File: src/rtl/bot_updt_handshake.sv
// Per-channel CDC update capture with pending/acknowledge handshake, overrun counting
// and a registered lowest-index interrupt request.
module bot_updt_handshake #(
  parameter int N_CH        = 4,
  parameter int SYNC_STAGES = 2,
  parameter int OVF_W       = 8,
  parameter int EDGE_MODE   = 1,
  localparam int ID_W       = (N_CH > 1) ? $clog2(N_CH) : 1
) (
  input  logic                  clk,
  input  logic                  SI_Reset_N,
  input  logic [N_CH-1:0]       IO_BotUpdt,
  input  logic [N_CH-1:0]       IO_INT_ACK,
  input  logic [N_CH-1:0]       ch_en,
  input  logic [N_CH-1:0]       ovf_clr,
  output logic [N_CH-1:0]       IO_BotUpdt_Sync,
  output logic                  int_req,
  output logic [ID_W-1:0]       int_id,
  output logic [N_CH*OVF_W-1:0] ovf_cnt
);

  logic [N_CH-1:0]  sync_q [SYNC_STAGES];
  logic [N_CH-1:0]  sync_d [SYNC_STAGES];
  logic [N_CH-1:0]  hist_q;
  logic [N_CH-1:0]  hist_d;
  logic [SYNC_STAGES:0] vld_q;
  logic [SYNC_STAGES:0] vld_d;
  logic [N_CH-1:0]  pending_q;
  logic [N_CH-1:0]  pending_d;
  logic [OVF_W-1:0] cnt_q [N_CH];
  logic [OVF_W-1:0] cnt_d [N_CH];
  logic             int_req_q;
  logic             int_req_d;
  logic [ID_W-1:0]  int_id_q;
  logic [ID_W-1:0]  int_id_d;
  logic [N_CH-1:0]  sync_last_s;
  logic [N_CH-1:0]  event_s;
  logic [N_CH-1:0]  ev_en_s;

  // Plain synchronizer shift; vld tracks how many stages hold post-reset samples.
  always_comb begin
    sync_d[0] = IO_BotUpdt;
    for (int s = 1; s < SYNC_STAGES; s++) begin
      sync_d[s] = sync_q[s-1];
    end
    sync_last_s = sync_q[SYNC_STAGES-1];
    hist_d      = sync_last_s;
    vld_d       = {vld_q[SYNC_STAGES-1:0], 1'b1};
  end

  // An edge only counts once the history flop holds a real post-reset sample,
  // so a source held high across reset release is not mistaken for a new edge.
  always_comb begin
    if (EDGE_MODE != 0) begin
      event_s = sync_last_s & ~hist_q & {N_CH{vld_q[SYNC_STAGES]}};
    end else begin
      event_s = sync_last_s;
    end
    ev_en_s = event_s & ch_en;
  end

  // Pending handshake and saturating overrun counters, per channel.
  always_comb begin
    pending_d = pending_q;
    for (int i = 0; i < N_CH; i++) begin
      cnt_d[i] = cnt_q[i];
      if (ovf_clr[i]) begin
        cnt_d[i] = {OVF_W{1'b0}};
      end else if (ev_en_s[i] && pending_q[i] && !IO_INT_ACK[i] &&
                   (cnt_q[i] != {OVF_W{1'b1}})) begin
        cnt_d[i] = cnt_q[i] + OVF_W'(1);
      end else begin
        cnt_d[i] = cnt_q[i];
      end
      if (ev_en_s[i]) begin
        pending_d[i] = 1'b1;
      end else if (IO_INT_ACK[i]) begin
        pending_d[i] = 1'b0;
      end else begin
        pending_d[i] = pending_q[i];
      end
    end
  end

  // Interrupt summary is built from the registered pending flags.
  always_comb begin
    int_req_d = |pending_q;
    int_id_d  = {ID_W{1'b0}};
    for (int i = N_CH - 1; i >= 0; i--) begin
      if (pending_q[i]) begin
        int_id_d = ID_W'(i);
      end else begin
        int_id_d = int_id_d;
      end
    end
  end

  // All state flops.
  always_ff @(posedge clk or negedge SI_Reset_N) begin
    if (!SI_Reset_N) begin
      for (int s = 0; s < SYNC_STAGES; s++) begin
        sync_q[s] <= {N_CH{1'b0}};
      end
      for (int i = 0; i < N_CH; i++) begin
        cnt_q[i] <= {OVF_W{1'b0}};
      end
      hist_q    <= {N_CH{1'b0}};
      vld_q     <= {(SYNC_STAGES+1){1'b0}};
      pending_q <= {N_CH{1'b0}};
      int_req_q <= 1'b0;
      int_id_q  <= {ID_W{1'b0}};
    end else begin
      for (int s = 0; s < SYNC_STAGES; s++) begin
        sync_q[s] <= sync_d[s];
      end
      for (int i = 0; i < N_CH; i++) begin
        cnt_q[i] <= cnt_d[i];
      end
      hist_q    <= hist_d;
      vld_q     <= vld_d;
      pending_q <= pending_d;
      int_req_q <= int_req_d;
      int_id_q  <= int_id_d;
    end
  end

  // Output mapping straight from flops.
  always_comb begin
    ovf_cnt = {(N_CH*OVF_W){1'b0}};
    for (int i = 0; i < N_CH; i++) begin
      ovf_cnt[i*OVF_W +: OVF_W] = cnt_q[i];
    end
    IO_BotUpdt_Sync = pending_q;
    int_req         = int_req_q;
    int_id          = int_id_q;
  end

endmodule

File: config.mk
export PLATFORM = sky130hd
export DESIGN_NAME = bot_updt_handshake
export DESIGN_NICKNAME = d
export VERILOG_FILES = /design/src/rtl/bot_updt_handshake.sv
export SDC_FILE = /design/constraint.sdc
export NUM_CORES = 1
export LEC_CHECK = 0
export ABC_AREA = 0
export ABC_CLOCK_PERIOD_IN_PS = 1600
export CAP_MARGIN = 20
export CORE_AREA = 2 2 76 78
export CTS_CLUSTER_DIAMETER = 120
export CTS_CLUSTER_SIZE = 25
export DETAILED_ROUTE_END_ITERATION = 10
export DIE_AREA = 0 0 78 80
export PLACE_DENSITY = 0.74
export SETUP_SLACK_MARGIN = 0.1
export SLEW_MARGIN = 10
export SYNTH_ARGS = -nofsm -noshare
export SYNTH_HDL_FRONTEND = slang
export SYNTH_SLANG_ARGS = --single-unit
File: constraint.sdc
create_clock -name clk -period 1.6 [get_ports clk]
set_input_delay 0.32 -clock clk [delete_from_list [all_inputs] [get_ports clk]]
set_output_delay 0.32 -clock clk [all_outputs]
set_load 0.01 [all_outputs]
**Yosys cells after proc, flatten, opt, wreduce, memory -nomap -nowiden**

Cells that the tools add are included.

- Eq/ne operators: 4
- Add/subtract/negate cells: 4
- Bitwise logic cells: 4
- Muxes and demuxes: 20
- Reduce and logical (&&, ||, !) cells: 25

Operators by type and width:

| operator | number |
|---|---|
| 2-to-1 mux 8 bit | 8 |
| adder 8 x 1 -> 8 bit (second input constant) | 4 |
| != test 8 bit (second input constant) | 4 |
| nonzero test 2 bit | 8 |
| bitwise AND 4 bit | 3 |
| logical AND 1 bit | 12 |
| 2-to-1 mux 1 bit | 8 |
| 2-to-1 mux 2 bit | 4 |
| logical NOT 1 bit | 4 |
| NOT 4 bit | 1 |
| OR reduction 4 bit | 1 |

- Bits in registers: 54
- Output and inout bits: 39
- Word-level logic and storage cells: 71

**Longest topological paths before layout**

Gate-level depths: netlist of the first run.

- Depth in word-level cells: 9
- Depth in mapped cells: 6
- Mapped depth without buffers: 5

**Least setup slack after synthesis of the first run**

No wires, ideal clock.

- Path type: flip-flop to flip-flop
- Start point: reg cnt_q (netlist bit ovf_cnt[0])
- End point: reg cnt_q (netlist bit ovf_cnt[4])
- Data arrival time: 1.738 ns
- Setup slack: -0.216 ns
- Buffers on the path: 1
- Cell stages (with the launch flop): 7
- Data required time: 1.522 ns
- Library setup time: 0.078 ns
- Cells stage by stage: dfrtp_1 -> ha_1 -> and3_4 -> a211o_1 -> buf_6 -> or3_1 -> a21oi_1

- Longest elaborated chain between the ends: 3
- Elaborated cells between the ends (all ways): 6
- Classes of those cells: 1 x add/sub; 1 x eq/ne; 2 x mux; 2 x reduce/logical

RTL lines:

| what | line | RTL |
|---|---|---|
| start: declaration | 30 | `logic [OVF_W-1:0] cnt_q [N_CH];` |
| start signal: indexed assignment | 105 | `cnt_q[i] <= {OVF_W{1'b0}};` |
| start signal: indexed assignment | 117 | `cnt_q[i] <= cnt_d[i];` |
| adder 8 x 1 -> 8 bit / != test 8 bit (equally long branches) | 71, 70 |  |
| 2-to-1 mux 8 bit / logical AND 1 bit (equally long branches) | 69 | `end else if (ev_en_s[i] && pending_q[i] && !IO_INT_ACK[i] &&` |
| 2-to-1 mux 8 bit / nonzero test 2 bit (equally long branches) | n/a |  |

Parallel ways exist; a longest one is shown, timed or not. The select of a mux whose other input is x is not followed.
A chain may end at the register's enable or synchronous reset.

**Final worst setup path of the first run**

- Start point: reg cnt_q (netlist bit ovf_cnt[0])
- End point: reg cnt_q (netlist bit ovf_cnt[6])

Same word-level chain as after synthesis.

==> results of run 1 <==
## power by group
group	switching, uW	internal [uW]
clock network	423	312
logic	85.2	83.3
registers	13.6	1400
## kinds of logic after synthesis
kind of cell	after synthesis	share of synthesized area
AO/OA/AOI/OAI	42	0.112
XOR/XNOR	8	0.0300
adder cells (fa/ha/maj)	4	0.0214
buffers and inverters	8	0.0161
flip-flops	54	0.578
multiplexers	6	0.0257
other	1	0.00160
AND/OR/NAND/NOR	91	0.215
## path summary, 6_finish.rpt
| check | startpoint | endpoint | slack [ns] | depth (start not counted) |
|---|---|---|---|---|
| hold reg to reg | vld_q[0]$_DFF_PN0_ | vld_q[1]$_DFF_PN0_ | 0.35 | 0 |
| min in group asynchronous | SI_Reset_N | ovf_cnt[20]$_DFFE_PN0P_ | 0.52 | 3 |
| max in group asynchronous | SI_Reset_N | ovf_cnt[11]$_DFFE_PN0P_ | 0.80 | 3 |
| setup / recovery | ovf_cnt[0]$_DFFE_PN0P_ | ovf_cnt[6]$_DFFE_PN0P_ | -0.08 | 5 |
| setup reg to reg | ovf_cnt[0]$_DFFE_PN0P_ | ovf_cnt[6]$_DFFE_PN0P_ | -0.08 | 5 |
| hold / removal | vld_q[0]$_DFF_PN0_ | vld_q[1]$_DFF_PN0_ | 0.35 | 0 |
## area by class of cell
type | count | area, um2
fill | 445 | 1720
clock buffer | 8 | 80.1
tap | 72 | 90.1
sequential | 54 | 1360
inverter | 3 | 11.3
multi-input combinational | 153 | 1180
timing repair buffer | 109 | 963
## what timing repair did
item	CTS	global route
gates resized for setup	51	51
hold buffers	1	0
endpoints found under the setup margin	56	31
pin swaps	11	24
endpoints found under the hold margin	7	0
buffers inserted	22	6
gates cloned	1	0
## routing by layer
layer  global-route usage  vias up  part of all wire  wire (um)
li1                     -     1011                 -          -
met4               0.0614        0             0.014         81
met3               0.0351        9             0.041        233
met1                0.229     1028              0.44       2480
met5                    0        -                 0          0
met2                0.315       57              0.51       2870
## registers in the layout (all words and copies together), names as in the netlist
name             count
int_id               2
hist_d               4
int_req              1
hist_q               4
IO_BotUpdt_Sync      4
ovf_cnt             32
vld_q                3
sync_d               4
## cells in the mapped netlist, types with 2 or more instances
cell type,n
nor4_1,3
o2111ai_1,5
or3_1,11
or2_2,3
dfrtp_1,54
nand3_1,11
o211ai_2,2
nand2_1,14
nand2b_1,2
buf_1,4
and4b_1,3
nor2b_1,4
or4_1,4
and3_1,4
ha_1,4
nor3_1,2
xor2_1,8
a21oi_1,17
o31ai_1,4
inv_1,3
mux2i_1,6
nand4b_1,2
and4_1,2
nand4_1,6
o21ai_0,11
nor2_1,19
## per-stage QoR
step	hold WS [ns]	setup TNS, ns	area, um2	total power, uW	utilization
finish	0.346	-0.171	3680	2310	0.681
global route	0.363	-0.500	3680	2420	0.681
CTS	0.351	-0.249	3430	2340	0.635
detailed placement	0.334	-4.99	3170	1600	0.587
global placement	0.333	-4.25	3170	1600	0.587
floorplan	0.0244	-0.316	2360	1480	-
==> impl_metrics.json, run 1 <==
{
  "drc": 0,
  "worst-path-buf-inv": 0,
  "clock_path_buffers": 2,
  "ys.flop_type": "dfrtp_1",
  "period_needed_ns": 1.68,
  "cts_inserted_buffers": 5,
  "synth_warnings": 0,
  "powerDensity_nw_per_um2": 629,
  "seq_area_frac_synth": 0.578,
  "synth_cell_type_count": 32,
  "synth_largest_area_cell": "dfrtp_1",
  "synth_seq_cells": 54,
  "antenna_found_initial": 0,
  "layout-drive-gt1-share": 0.333,
  "grt_pass1_wl_um": 8960,
  "final_common_cell": "dfrtp_1",
  "port_buffers": 56,
  "finalSetupViolations": 3,
  "p_leak_uw": 0.00177,
  "final_nets": 348,
  "antenna_cells": 0,
  "overflow": 0,
  "pre_cts_slack_ns": -0.337,
  "criticalPathCategory": "flop to flop",
  "crit_required_ns": 1.82,
  "drtPass1Iterations": 4,
  "crit_chain": "ha_2 -> and3_4 -> a211o_4 -> or4_4 -> a21oi_2",
  "clockRootBuffer": "clkbuf_8",
  "floorplan.die_area_um2": 6240,
  "dp.final_hpwl_um": 3440,
  "critPathMaxStageDelay_ns": 0.42,
  "totalWireLength_um": 5670,
  "finalWeightedCongestion": 0.795,
  "path_clk_slew_ns": 0.10,
  "syn_inst": 214,
  "ys_top_cells_by_area": "dfrtp_1 (58%), a21oi_1 (3.6%), nor2_1 (3.1%)",
  "die_width_um": 78,
  "timing.fmax_mhz": 595,
  "synth_edf_count": 0,
  "cpMaxStageDelayCell": "or4_4",
  "syn_area_per_cell_um2": 10.9,
  "cp_top_family": "simple AND/OR/NAND/NOR gates",
  "grt_pass1_vias": 2065,
  "grt_max_degree": 55,
  "tritoncts": "done",
  "row_count": 27,
  "ant_nets": 0,
  "dp_cells": 361,
  "clk_latency_ns": 0.30,
  "core_area_um2": 5410,
  "hp-class": "flop to flop",
  "synth-async-reset-ratio": 1.00,
  "syn-num-nets": 236,
  "cts_sinks": 54,
  "worstPathMaxFanout": 5,
  "status": "finished, violations left",
  "instances_no_fill": 399,
  "die_h_um": 80,
  "start_kind": "flop",
  "area_growth_pct": 57.5,
  "hold_viol": 0,
  "viasPerCell": 5.28,
  "setup_ws_ns": -0.0818,
  "htreeDepth": 2,
  "maxCapViolCount": 0,
  "via_count": 2105,
  "ir_worst_vdd_v": 0.000625,
  "io_pins": 57,
  "start_util": 0.432,
  "layout_common_cells": "dfrtp_1 (47), buf_4 (44), dlygate4sd2_1 (34), nor2_1 (19)",
  "finClkSkew_ns": 0.0112,
  "violations": "negative setup slack",
  "rsz0062_at_grt": "true",
  "cp-end-kind": "flop",
  "arrival_ns": 1.91,
  "synth_top_area_share": 0.578,
  "finalMaxSlewViolations": 0,
  "drt-wirelength-per-cell_um": 14.2,
  "grt.total_usage": 0.182,
  "syn-cell-area_um2": 2340,
  "fin_crit_sh": 1.05,
  "drtIter0Drc": 65
}
Power figures use the tool's default switching activity.
==> inputs of run 2 (changes only) <==
- ABC_AREA: 0 -> not set
- CORE_AREA: 2 2 76 78 -> 2 2 69 71
- CTS_CLUSTER_DIAMETER: 120 -> 100
- DIE_AREA: 0 0 78 80 -> 0 0 71 73
- DONT_BUFFER_PORTS: not set -> 1
- PLACE_DENSITY: 0.74 -> 0.71
==> run 2 against run 1 <==
Clock skew fell by 0.0014 ns; critical path depth did not move; clock-buffer cell count fell by 1; register-to-register slack got worse by 0.07 ns; the flow finishes with violations (negative hold slack, negative setup slack); clock power rose by 3.7%; fmax fell by 4.0%; largest power group unchanged; combinational power fell by 63%; non-clock buffer count fell by 58; die area fell by 17%; final cell count fell by 19%; global-route usage rose by 1.6 points; sequential share of layout area rose by 6.0 points.
==> impl_metrics.json, run 2 (synthesized netlist as in run 1, its figures left out) <==
{
  "maxCapViolCount": 0,
  "drc": 0,
  "finClkSkew_ns": 0.00979,
  "multiInputGateArea_um2": 1220,
  "ff_latch_area_um2": 1350,
  "ir_worst_vdd_v": 0.000702,
  "drt-wirelength-per-cell_um": 16.1,
  "finalWeightedCongestion": 0.850,
  "finalMaxSlewViolations": 0,
  "crit_end": "ovf_cnt[6]$_DFFE_PN0P_",
  "dp.final_hpwl_um": 3530,
  "clock_path_buffers": 2,
  "timing.fmax_mhz": 571,
  "p_switching_uw": 465,
  "totalWireLength_um": 5200,
  "htreeDepth": 2,
  "hp-class": "primary input to async pin",
  "row_count": 25,
  "port_buffers": 0,
  "ant_nets": 0,
  "cp-end-kind": "flop",
  "hold_viol": 54,
  "status": "finished, violations left",
  "overflow": 0,
  "final_common_cell": "dfrtp_1",
  "finalSetupViolations": 6,
  "grt_max_degree": 55,
  "worstPathMaxFanout": 5,
  "antenna_found_initial": 0,
  "fillCellCount": 336,
  "tritoncts": "done",
  "startpoint": "ovf_cnt[1]$_DFFE_PN0P_",
  "pre_cts_slack_ns": -0.124,
  "viasPerCell": 5.74,
  "arrival_ns": 1.97,
  "cts_sinks": 54,
  "rr_endpoint": "ovf_cnt[6]$_DFFE_PN0P_",
  "crit_required_ns": 1.82,
  "period_needed_ns": 1.75,
  "p_int_uw": 1780,
  "power_frac_comb": 0.027,
  "criticalPathCategory": "flop to flop",
  "drtIter0Drc": 64,
  "path_clk_slew_ns": 0.09,
  "grt.total_usage": 0.198,
  "antenna_cells": 0,
  "core_area_um2": 4540,
  "cts_inserted_buffers": 5,
  "swShare": 0.207,
  "grt_pass1_wl_um": 8050,
  "powerDensity_nw_per_um2": 711,
  "reg2reg_from": "ovf_cnt[1]$_DFFE_PN0P_",
  "fin_crit_sh": 1.10,
  "sequentialPowerShare": 0.632,
  "crit_chain": "ha_2 -> and3_4 -> a211o_4 -> or4_4 -> a21oi_2",
  "largest_reg_flops": 32,
  "reg2reg_setup_slack_ns": -0.15,
  "drtPass1Iterations": 4,
  "tns_ns": -0.378,
  "violations": "negative hold slack, negative setup slack",
  "setup_ws_ns": -0.152,
  "clockRootBuffer": "clkbuf_8",
  "p_leak_uw": 0.00136,
  "layout-drive-gt1-share": 0.390,
  "ff2ff_path_depth": 5,
  "final_nets": 290,
  "fin_worst_hold_slack_ns": -0.297,
  "die_h_um": 73,
  "grt_pass1_vias": 1785,
  "floorplan.die_area_um2": 5180,
  "rsz0062_at_grt": "true",
  "start_kind": "flop",
  "layout_common_cells": "dfrtp_1 (53), buf_4 (44), nor2_1 (19), nand2_1 (14), a21oi_2 (12)",
  "start_util": 0.515,
  "die_width_um": 71,
  "clk_latency_ns": 0.30,
  "io_pins": 57,
  "critPathMaxStageDelay_ns": 0.42,
  "via_count": 1855,
  "p_clk_frac": 0.341,
  "cpMaxStageDelayCell": "or4_4",
  "area_growth_pct": 34.8
}
## run 2: changes by cell type in the layout (fill, tap and decap cells not counted), sizes merged
cell and change:
buf -3, clkbuf -1, clkdlybuf4s15 -2, clkdlybuf4s50 -14
clkinv +1, dlygate4sd2 -34, dlygate4sd3 -1, dlymetal6s2s -4
## run 2: cell type report
class,count,share of cell area
inverters,3,0.00357
multi-input cells,153,0.387
clock inverters,1,0.00159
well taps,54,0.0214
clock buffers,7,0.0274
repair buffers,51,0.130
flip-flops and latches,54,0.429
## run 2: critical path, delay by kind of cell (launching register included)
kind                       cells  cell delay, ns
AOI/OAI and AO/OA              2            0.49
adders and majority gates      1            0.20
DFF                            1            0.40
and+or+nand+nor                2            0.59
## run 2: per-layer routing
layer | GRT usage | up-vias | part of all wire
met2 | 0.347 | 42 | 0.52
li1 | - | 894 | -
met3 | 0.0525 | 6 | 0.048
met1 | 0.239 | 913 | 0.42
met5 | 0 | - | 0
met4 | 0.0608 | 0 | 0.0094
## run 2: how the worst min path moves through the flow
stage / start / to / slack [ns]
after CTS: SI_Reset_N / ovf_cnt[16]$_DFFE_PN0P_ / -0.30
after global placement: SI_Reset_N / ovf_cnt[17]$_DFFE_PN0P_ / 0.03
after detailed placement: SI_Reset_N / ovf_cnt[16]$_DFFE_PN0P_ / 0.03
after floorplan: SI_Reset_N / IO_BotUpdt_Sync[0]$_DFFE_PN0P_ / 0.02
final: SI_Reset_N / ovf_cnt[16]$_DFFE_PN0P_ / -0.30
after global routing: SI_Reset_N / ovf_cnt[16]$_DFFE_PN0P_ / -0.31
## run 2: metrics by stage
step	hold slack (ns)	std cells	power [uW]	cell area, um2	utilization
final	-0.297	323	2240	3150	0.695
after floorplan	0.0244	214	1480	2360	-
after global routing	-0.312	323	2320	3150	0.695
after global placement	0.0256	304	1490	2710	0.597
after detailed placement	0.0255	304	1490	2710	0.597
after CTS	-0.305	315	2260	2900	0.639
## run 2: power by group through the flow
stage | Sequential, uW | Clock (uW) | Combinational (uW)
after global placement | 1440 | 0 | 46.6
after floorplan | 1450 | 0 | 34.0
final | 1420 | 763 | 61.4
after CTS | 1420 | 783 | 55.8
after global routing | 1420 | 825 | 68.4
after detailed placement | 1440 | 0 | 47.8
## run 2: repair_timing
item,4_1_cts,5_1_grt
cloned,1,0
buffers inserted,2,8
pin swaps,7,36
hold endpoints to repair,54,54
gates resized for setup,14,38
setup endpoints to repair,15,23
